===== src/rtl/fetch_pkg.sv =====
// Shared types for the fetch stage: instruction-bus payloads and the fetch->decode record.
// Pure type/constant definitions, no logic.
// Everything else in this slice imports from here.

package common;
  // Architectural boot address; the fetch block uses it as its default start PC.
  localparam logic [63:0] PC_RESET = 64'h0000_0000_8000_0000;

  typedef struct packed {
    logic        valid;
    logic [63:0] addr;
  } ibus_req_t;

  typedef struct packed {
    logic        addr_ok;
    logic        data_ok;
    logic [31:0] data;
  } ibus_resp_t;
endpackage

package pipes;
  typedef struct packed {
    logic        valid;
    logic [63:0] pc;
    logic [31:0] raw_instr;
  } fetch_data_t;
endpackage


===== src/rtl/fetch_if.sv =====
// Instruction-bus connection between the fetch stage (master) and memory (slave).
// One request outstanding at a time; addr_ok accepts, data_ok returns the word.
// The master holds valid/addr stable until addr_ok is seen.

interface fetch_if;
  logic        ireq_valid;
  logic [63:0] ireq_addr;
  logic        iresp_addr_ok;
  logic        iresp_data_ok;
  logic [31:0] iresp_data;

  modport master (
    output ireq_valid, ireq_addr,
    input  iresp_addr_ok, iresp_data_ok, iresp_data
  );

  modport slave (
    input  ireq_valid, ireq_addr,
    output iresp_addr_ok, iresp_data_ok, iresp_data
  );
endinterface


===== src/rtl/fetch.sv =====
// Fetch stage: issues one instruction-bus request at a time and registers the word into dataF.
// Latency: data_ok -> dataF.valid one cycle; addr_ok+data_ok together act as accept-then-return.
// Backpressure: stall holds dataF and blocks new requests unless an unaccepted request is pending.

module fetch
  import pipes::*;
#(
  parameter logic [63:0] PC_RESET = common::PC_RESET
) (
  input  logic        clk,
  input  logic        reset,
  fetch_if.master     ibus,
  input  logic        stall,
  input  logic        jump,
  input  logic [63:0] pcsrc,
  output fetch_data_t dataF
);

  typedef enum logic {S_REQ, S_WAIT} state_e;

  state_e      state_q, state_d;
  logic [63:0] pc_q, pc_d;
  logic [63:0] req_pc_q, req_pc_d;
  logic [63:0] redir_pc_q, redir_pc_d;
  logic        discard_q, discard_d;
  logic        sticky_q, sticky_d;
  logic        redir_pend_q, redir_pend_d;
  fetch_data_t data_q, data_d;

  common::ibus_req_t  ireq;
  common::ibus_resp_t iresp;

  logic        consume;
  logic        redirect;
  logic        drop;
  logic        fill;
  logic [63:0] fill_pc;

  assign iresp = {ibus.iresp_addr_ok, ibus.iresp_data_ok, ibus.iresp_data};

  assign consume  = data_q.valid & ~stall;
  assign redirect = consume & jump;

  // A request goes out when dataF has room, or to keep an unaccepted request on the bus.
  assign ireq.valid = (state_q == S_REQ) & (~data_q.valid | consume | sticky_q);
  assign ireq.addr  = pc_q;

  assign ibus.ireq_valid = ireq.valid;
  assign ibus.ireq_addr  = ireq.addr;
  assign dataF           = data_q;

  // Next-state: request/response sequencing, redirect bookkeeping and dataF update.
  always_comb begin
    state_d      = state_q;
    pc_d         = pc_q;
    req_pc_d     = req_pc_q;
    redir_pc_d   = redir_pc_q;
    discard_d    = discard_q;
    sticky_d     = sticky_q;
    redir_pend_d = redir_pend_q;
    data_d       = data_q;
    drop         = 1'b0;
    fill         = 1'b0;
    fill_pc      = req_pc_q;

    if (consume) data_d.valid = 1'b0;

    case (state_q)
      S_REQ: begin
        if (ireq.valid) begin
          if (iresp.addr_ok) begin
            sticky_d     = 1'b0;
            redir_pend_d = 1'b0;
            req_pc_d     = pc_q;
            // The accepted address is wrong-path if a redirect arrived now or while it waited.
            drop = redirect | redir_pend_q;
            if (redirect)          pc_d = pcsrc;
            else if (redir_pend_q) pc_d = redir_pc_q;
            else                   pc_d = pc_q + 64'd4;
            if (iresp.data_ok) begin
              fill      = ~drop;
              fill_pc   = pc_q;
              discard_d = 1'b0;
            end else begin
              state_d   = S_WAIT;
              discard_d = drop;
            end
          end else begin
            // Address must stay put until accepted, so park the redirect target.
            sticky_d = 1'b1;
            if (redirect) begin
              redir_pend_d = 1'b1;
              redir_pc_d   = pcsrc;
            end
          end
        end
      end
      S_WAIT: begin
        if (redirect) pc_d = pcsrc;
        if (iresp.data_ok) begin
          state_d   = S_REQ;
          discard_d = 1'b0;
          fill      = ~discard_q & ~redirect;
        end else if (redirect) begin
          discard_d = 1'b1;
        end
      end
      default: state_d = S_REQ;
    endcase

    if (fill) begin
      data_d.valid     = 1'b1;
      data_d.pc        = fill_pc;
      data_d.raw_instr = iresp.data;
    end
  end

  // State registers; reset abandons any outstanding request outright.
  always_ff @(posedge clk) begin
    if (reset) begin
      state_q      <= S_REQ;
      pc_q         <= PC_RESET;
      req_pc_q     <= '0;
      redir_pc_q   <= '0;
      discard_q    <= 1'b0;
      sticky_q     <= 1'b0;
      redir_pend_q <= 1'b0;
      data_q       <= '0;
    end else begin
      state_q      <= state_d;
      pc_q         <= pc_d;
      req_pc_q     <= req_pc_d;
      redir_pc_q   <= redir_pc_d;
      discard_q    <= discard_d;
      sticky_q     <= sticky_d;
      redir_pend_q <= redir_pend_d;
      data_q       <= data_d;
    end
  end

endmodule


===== src/flat_wrapper.sv =====
// flat-port wrapper written by rule: the top's interface ports become plain ports
module fetch_flat import pipes::*;
#(
  parameter logic [63:0] PC_RESET = common::PC_RESET
)
  (clk, reset, stall, jump, pcsrc, dataF, ibus_ireq_valid, ibus_ireq_addr, ibus_iresp_addr_ok, ibus_iresp_data_ok, ibus_iresp_data);
  fetch_if ibus_i ();
  input  logic clk;
  input  logic reset;
  input  logic stall;
  input  logic jump;
  input  logic [63:0] pcsrc;
  output fetch_data_t dataF;
  output wire logic [$bits(ibus_i.ireq_valid)-1:0] ibus_ireq_valid;
  output wire logic [$bits(ibus_i.ireq_addr)-1:0] ibus_ireq_addr;
  input wire logic [$bits(ibus_i.iresp_addr_ok)-1:0] ibus_iresp_addr_ok;
  input wire logic [$bits(ibus_i.iresp_data_ok)-1:0] ibus_iresp_data_ok;
  input wire logic [$bits(ibus_i.iresp_data)-1:0] ibus_iresp_data;
  assign ibus_ireq_valid = ibus_i.ireq_valid;
  assign ibus_ireq_addr = ibus_i.ireq_addr;
  assign ibus_i.iresp_addr_ok = ibus_iresp_addr_ok;
  assign ibus_i.iresp_data_ok = ibus_iresp_data_ok;
  assign ibus_i.iresp_data = ibus_iresp_data;
  fetch #(.PC_RESET(PC_RESET)) u_core (.clk(clk), .reset(reset), .ibus(ibus_i), .stall(stall), .jump(jump), .pcsrc(pcsrc), .dataF(dataF));
endmodule

===== config.mk =====
export PLATFORM = sky130hd
export DESIGN_NAME = fetch_flat
export DESIGN_NICKNAME = d
export VERILOG_FILES = /design/src/rtl/fetch_pkg.sv /design/src/rtl/fetch_if.sv /design/src/rtl/fetch.sv /design/src/flat_wrapper.sv
export SDC_FILE = /design/constraint.sdc
export NUM_CORES = 1
export LEC_CHECK = 0
export BUFFER_PORTS_ARGS = -buffer_cell sky130_fd_sc_hd__buf_2
export CORE_MARGIN = 2
export CORE_UTILIZATION = 50
export CTS_BUF_LIST = sky130_fd_sc_hd__clkbuf_16
export CTS_CLUSTER_SIZE = 20
export DETAILED_ROUTE_END_ITERATION = 16
export HOLD_SLACK_MARGIN = 0.12
export PLACE_DENSITY = 0.82
export SLEW_MARGIN = 20
export SYNTH_ARGS = -nofsm -noshare
export SYNTH_HDL_FRONTEND = slang
export SYNTH_SLANG_ARGS = --single-unit

===== constraint.sdc =====
create_clock -name clk -period 3.15 [get_ports clk]
set_input_delay 0.1575 -clock clk [delete_from_list [all_inputs] [get_ports clk]]
set_output_delay 0.1575 -clock clk [all_outputs]
set_load 0.05 [all_outputs]

==> results.ini, run 1 <==
[status]
status = complete, no violations

[cts]
cts.repair.resized = 0
root_buffer = clkbuf_16
h-tree-depth = 1
clock_path_buffers = 3
worstSkewPairLatency_ps = 560
cts_num_sinks = 293
cts.reportedPaths.clkPinSlew_ps = 60
cts_tree = done
post-cts-setup-buffers = 0
ctsHoldBuffers = 98
numCtsBuffers = 31

[global_routing]
grt_max_degree = 130
met3_usage = 0.07435
gr-usage-met1 = 0.4364
grt_most_used_layer = met2
met2_usage = 0.4779
overflow = 0
track_usage = 0.3178
antenna_found_initial = 2
grt_pass1_wl_mm = 73.00
grt_pass1_vias = 13470

[sta]
min_period_over_period = 0.9056
setup_viol = 0
tightest_slew_ps = 874.5
timing.final.max_slew_violations = 0
rsz0062_at_grt = false
layout_setup_ws_ps = 297.2
fmax_ghz = 0.3505
relSlewSlack = 0.4131
tns_ps = 0
post-route-min-period_ps = 2853
fin_skew_ps = 14.63
hold_viol_final = 0

[yosys]
yosysWarnings = 0
async_flop_share = 0
synth-edff-count = 0
synthTopCellsByCount = nand2_1, dfxtp_1, a21oi_1, clkbuf_1, nor2_1
yosysTopAreaCell = dfxtp_1
synth_ff_type = dfxtp_1
ys_seq_elements = 293
syn-num-nets = 1921
yosysMostFrequentCell = nand2_1
syn_area_per_cell_um2 = 7.482
synth_compound_area_frac = 0.2002
muxShareOfSynthArea = 0.01343
ys_seq_area_frac = 0.4312
synth.area.top_cells = dfxtp_1, nand2_1, a21oi_1, nand3_1, a311oi_1
synth_top_area_frac = 0.4312
synthesis.area_um2 = 13600
synth_cells = 1818
synth_fa_ha_area_frac = 0.0009199
ys_types = 62
synth_top_family_by_area = simple AND/OR/NAND/NOR gates
synthSimpleGateAreaFrac = 0.2823
yosys.area_share.xor_xnor = 0.01545

[flow_run]
timing.max_cap.violations = 0

[worst_setup_path]
critical-path-top-delay-family = simple AND/OR/NAND/NOR gates
cp_max_fo = 9
cpMostUsedCell = nor4_4
crit_type = reg2reg
crit_path_start_kind = register
cp_num_buf_inv = 0
crit_chain = ha_1 -> nand4_4 -> nor4_4 -> or3b_1 -> nor4_4 -> mux2_2 -> a21oi_1
critPathRequiredTime_ps = 3630
slowest_delay_ps = 590
cp_data_arrival_time_ps = 3330
worst_path_max_delay_cell = or3b_1
end_kind = register

[place]
portBuffers = 263
dpl.cell_count = 2299
place_area_um2 = 15190
routabilityCongestion = 1.002
dpl.hpwl_mm = 30.62
pre_cts_ws_ps = 355.2

[layout]
area_growth_pct = 27.04
post_route_cells_drive_above_1_share = 0.1893
fin_area_um2 = 17280
layout.cells.non_filler = 2456
nNetsFinal = 2192

[power]
clock_power_share = 0.416
powerDensity_nw_per_um2 = 546.9
p_sw_frac = 0.2946
cell_internal_pwr_w = 0.006666
ir_worst_vdd_uv = 374.9
seqPwrFrac = 0.422
combPwrFrac = 0.161
p_leak_nw = 6.473
p_total_w = 0.009450
power_switching_w = 0.002784

[detailed_routing]
routed-via-count = 14730
wire_per_inst_um = 19.46
drt_iter0_drc = 1811
postRouteAntennaNets = 0
drc = 0
postRouteWirelength_mm = 47.79
viasPerCell = 5.996
firstDrtPassIters = 6

[floorplan]
die_w_um = 168.9
die_y_um = 168.9
coreArea_um2 = 26800
io_pins = 264
num_rows = 60
die_area_um2 = 28540
start_util = 0.5075

[hold_path]
hold_path_class = in2reg

[final cells by class]
class | count | area (µm²)
Inverter | 18 | 67.56
Fill cell | 2262 | 9520
Sequential cell | 293 | 5867
Antenna cell | 2 | 5.005
Tap cell | 341 | 426.7
Multi-Input combinational cell | 1330 | 7015
Timing Repair Buffer | 415 | 2799
Clock inverter | 26 | 324.1
Clock buffer | 31 | 775.7
[metal layers]
metal | up-vias | part of all wire
met5 | - | 0
met4 | 0 | 0.043
met3 | 147 | 0.11
met2 | 857 | 0.43
met1 | 6812 | 0.41
li1 | 6911 | -
[worst reg2reg max path: cells and delay by family, from the launching register on]
kind | cells | cell delay [ps]
flip-flops | 1 | 450
AND/OR/NAND/NOR | 4 | 1520
adder cells (fa/ha/maj) | 1 | 300
AO/OA/AOI/OAI | 1 | 130
multiplexers | 1 | 360
[worst paths after layout]
path / start / to / slack, ps / depth (start not counted)
setup reg to reg: u_core.ibus.ireq_addr[3]$_SDFFE_PP0P_ / u_core.ibus.ireq_addr[54]$_SDFFE_PP0P_ / 300 / 7
setup / recovery: u_core.ibus.ireq_addr[3]$_SDFFE_PP0P_ / u_core.ibus.ireq_addr[54]$_SDFFE_PP0P_ / 300 / 7
hold reg to reg: u_core.dataF[17]$_SDFFE_PP0P_ / u_core.dataF[17]$_SDFFE_PP0P_ / 450 / 2
hold / removal: reset / u_core.redir_pc_q[63]$_SDFFE_PP0P_ / 270 / 2
[cells in the final DEF, fill, tap and decap left out, drive strengths merged, types with 4 or more instances in the layout]
master / synthesis / final
nor2: 125 / 125
dfxtp: 293 / 293
nand4: 24 / 24
nor3: 32 / 32
o211ai: 7 / 7
bufinv: 0 / 7
a2111oi: 5 / 5
xnor2: 15 / 15
o21ai: 41 / 41
o31a: 8 / 8
a21oi: 217 / 217
buf: 24 / 316
and4: 8 / 8
or3: 6 / 6
inv: 18 / 20
nor4: 20 / 20
dlygate4sd3: 0 / 98
a221oi: 23 / 23
a31oi: 11 / 11
or2: 4 / 4
nand2: 464 / 464
a21o: 5 / 5
mux2i: 16 / 16
a311oi: 68 / 68
nand3: 120 / 120
a311o: 5 / 5
clkbuf: 153 / 32
a211oi: 6 / 6
and3: 31 / 31
o22ai: 15 / 15
clkinv: 0 / 14
nand2b: 8 / 8
o31ai: 5 / 5
xor2: 9 / 9
[power groups by stage]
stage / logic, W / clock network [W] / registers, W
after floorplan: 0.000578 / 0 / 0.00445
after global routing: 0.00161 / 0.00414 / 0.00401
after CTS: 0.00150 / 0.00397 / 0.00399
final: 0.00153 / 0.00393 / 0.00399
after global placement: 0.00139 / 0 / 0.00406
after detailed placement: 0.00140 / 0 / 0.00407
[state kept, by name, indices dropped and copies added, names as in the netlist]
name                   count
u_core.dataF              97
u_core.ibus.ireq_addr     64
u_core.redir_pc_q         64
u_core.req_pc_q           64
u_core.discard_q           1
u_core.redir_pend_q        1
u_core.state_q             1
u_core.sticky_q            1
[stage by stage]
stage,util,hold slack [ps]
CTS,0.6446,276.1
detailed placement,0.5669,404.4
global route,0.6448,319.0
floorplan,-,293.5
finish,0.6448,271.7
global placement,0.5669,398.7
[logic make-up (layout without fill, tap and decap cells)]
family | after synthesis | in the layout
xor+xnor | 24 | 24
fa+ha+maj | 1 | 1
mux | 18 | 18
flops | 293 | 293
simple gates | 857 | 857
buf+inv | 195 | 490
compound gates | 430 | 430
other cells | 0 | 2
(Power assumes the default switching activity.)
==> inputs of run 2 (changes only) <==
- CORE_UTILIZATION: 50 -> 52
- PLACE_DENSITY: 0.82 -> 0.85
- TNS_END_PERCENT: default -> 20
==> results.ini, run 2 (synthesis gave the netlist of run 1 again) <==
[detailed_routing]
wire_per_inst_um = 19.45
firstDrtPassIters = 6
viasPerCell = 6.074
postRouteWirelength_mm = 47.58
routed-via-count = 14860
drt_iter0_drc = 1861
drc = 0
postRouteAntennaNets = 0

[worst_setup_path]
worstSetupEndpoint = u_core.ibus.ireq_addr[54]$_SDFFE_PP0P_
reg2reg_depth = 7
slowest_delay_ps = 580
crit_chain = ha_1 -> nand4_4 -> nor4_4 -> or3b_1 -> nor4_4 -> mux2_2 -> a21oi_1
crit_type = reg2reg
worst_path_max_delay_cell = or3b_1
end_kind = register
cpMostUsedCell = nor4_4
cp_max_fo = 9
critical_path_depth = 7
startpoint = u_core.ibus.ireq_addr[3]$_SDFFE_PP0P_
crit_path_start_kind = register
critPathRequiredTime_ps = 3630
cp_data_arrival_time_ps = 3450
reg2reg_slack_ps = 180
reg2reg_to = u_core.ibus.ireq_addr[54]$_SDFFE_PP0P_
critical-path-top-delay-family = simple AND/OR/NAND/NOR gates
cp_num_buf_inv = 0
r2r-start = u_core.ibus.ireq_addr[3]$_SDFFE_PP0P_

[place]
routabilityCongestion = 1.023
portBuffers = 263
dpl.hpwl_mm = 30.43

[sta]
holdWs_ps = 179.6
fin_skew_ps = 14.84
fmax_ghz = 0.3372
timing.final.max_slew_violations = 0
rsz0062_at_grt = false
tns_ps = 0
tightest_slew_ps = 911.3
relSlewSlack = 0.3924
setup_viol = 0
hold_viol_final = 0
min_period_over_period = 0.9416
post-route-min-period_ps = 2966

[cts]
cts.repair.resized = 0
cts_num_sinks = 293
numCtsBuffers = 31
cts_tree = done
h-tree-depth = 1
clock_path_buffers = 3
worstSkewPairLatency_ps = 570
cts.reportedPaths.clkPinSlew_ps = 70
root_buffer = clkbuf_16

[layout]
largest_reg_flops = 97
area_growth_pct = 26.72
final_cell_mix = nand2_1, dfxtp_1, buf_2
diodes = 0
layout_commonest_cell = nand2_1
post_route_cells_drive_above_1_share = 0.1881
nNetsFinal = 2189

[power]
p_total_w = 0.009536
clock_power_share = 0.421
ir_worst_vdd_uv = 463.6
cell_internal_pwr_w = 0.006741
seqPwrFrac = 0.419
power_switching_w = 0.002795
powerDensity_nw_per_um2 = 553.3
combPwrFrac = 0.159
p_leak_nw = 6.470
p_sw_frac = 0.2931

[floorplan]
num_rows = 59
coreArea_um2 = 25840
die_y_um = 165.7
die_area_um2 = 27470
io_pins = 264
die_w_um = 165.7
start_util = 0.5264

[global_routing]
grt_pass1_wl_mm = 74.42
antenna_found_initial = 1
grt_pass1_vias = 13660
overflow = 0
track_usage = 0.3284
grt_max_degree = 131

[hold_path]
hold_path_class = in2reg
min_from = jump

[status]
status = complete, no violations

[flow_run]
timing.max_cap.violations = 0

run 2: cell count changes in the layout (fill, tap and decap cells not counted), sizes merged:
cell	previous run	this run
clkinvlp	3	1
buf	316	313
inv	20	22
bufinv	7	8
diode	2	0
run 2: stage by stage:
stage               setup WS, ps    util  cells  cell area, µm²
floorplan                  284.1       -   1818           13600
global placement           417.6  0.5860   2290           15140
detailed placement         313.2  0.5860   2290           15140
CTS                        273.1  0.6671   2446           17240
global route               53.81  0.6671   2446           17240
finish                     184.1  0.6671   2446           17240
run 2: cell type report:
cell class	count	area [µm²]
fillers	2055	8601
flip-flops and latches	293	5867
repair buffers	412	2751
well taps	335	419.2
inverters	18	67.56
clock inverters	27	340.3
clock buffers	31	775.7
multi-input cells	1330	7015
run 2: power by group through the flow:
stage / sequential [W] / clock [W] / combinational, W
after CTS: 0.00399 / 0.00402 / 0.00149
after global placement: 0.00406 / 0 / 0.00138
after floorplan: 0.00445 / 0 / 0.000578
final: 0.00400 / 0.00402 / 0.00152
after global routing: 0.00402 / 0.00419 / 0.00161
after detailed placement: 0.00407 / 0 / 0.00139
run 2: repair_timing:
item / in CTS / in global routing
endpoints found under the hold margin: 157 / 0
setup buffers: 0 / 0
hold buffers: 98 / 0
run 2: routing by layer:
layer  share of wire  up-vias  track usage
li1                -     6898            -
met1            0.41     6843       0.4503
met2            0.44      955       0.5106
met3            0.11      160      0.06864
met4           0.037        0       0.1248
met5               0        -            0
run 2: worst min path at each step:
stage,cells past startpoint,to
final,4,u_core.dataF[96]$_SDFFE_PP0P_
after global routing,4,u_core.dataF[96]$_SDFFE_PP0P_
after floorplan,2,u_core.redir_pc_q[13]$_SDFFE_PP0P_
after CTS,4,u_core.dataF[96]$_SDFFE_PP0P_
after detailed placement,3,u_core.dataF[23]$_SDFFE_PP0P_
after global placement,3,u_core.dataF[28]$_SDFFE_PP0P_
run 2: worst min-delay path, delay by kind of cell:
family / cells / cell delay, ps
AOI/OAI and AO/OA: 1 / 80
buffers and inverters: 1 / 120
and+or+nand+nor: 2 / 340
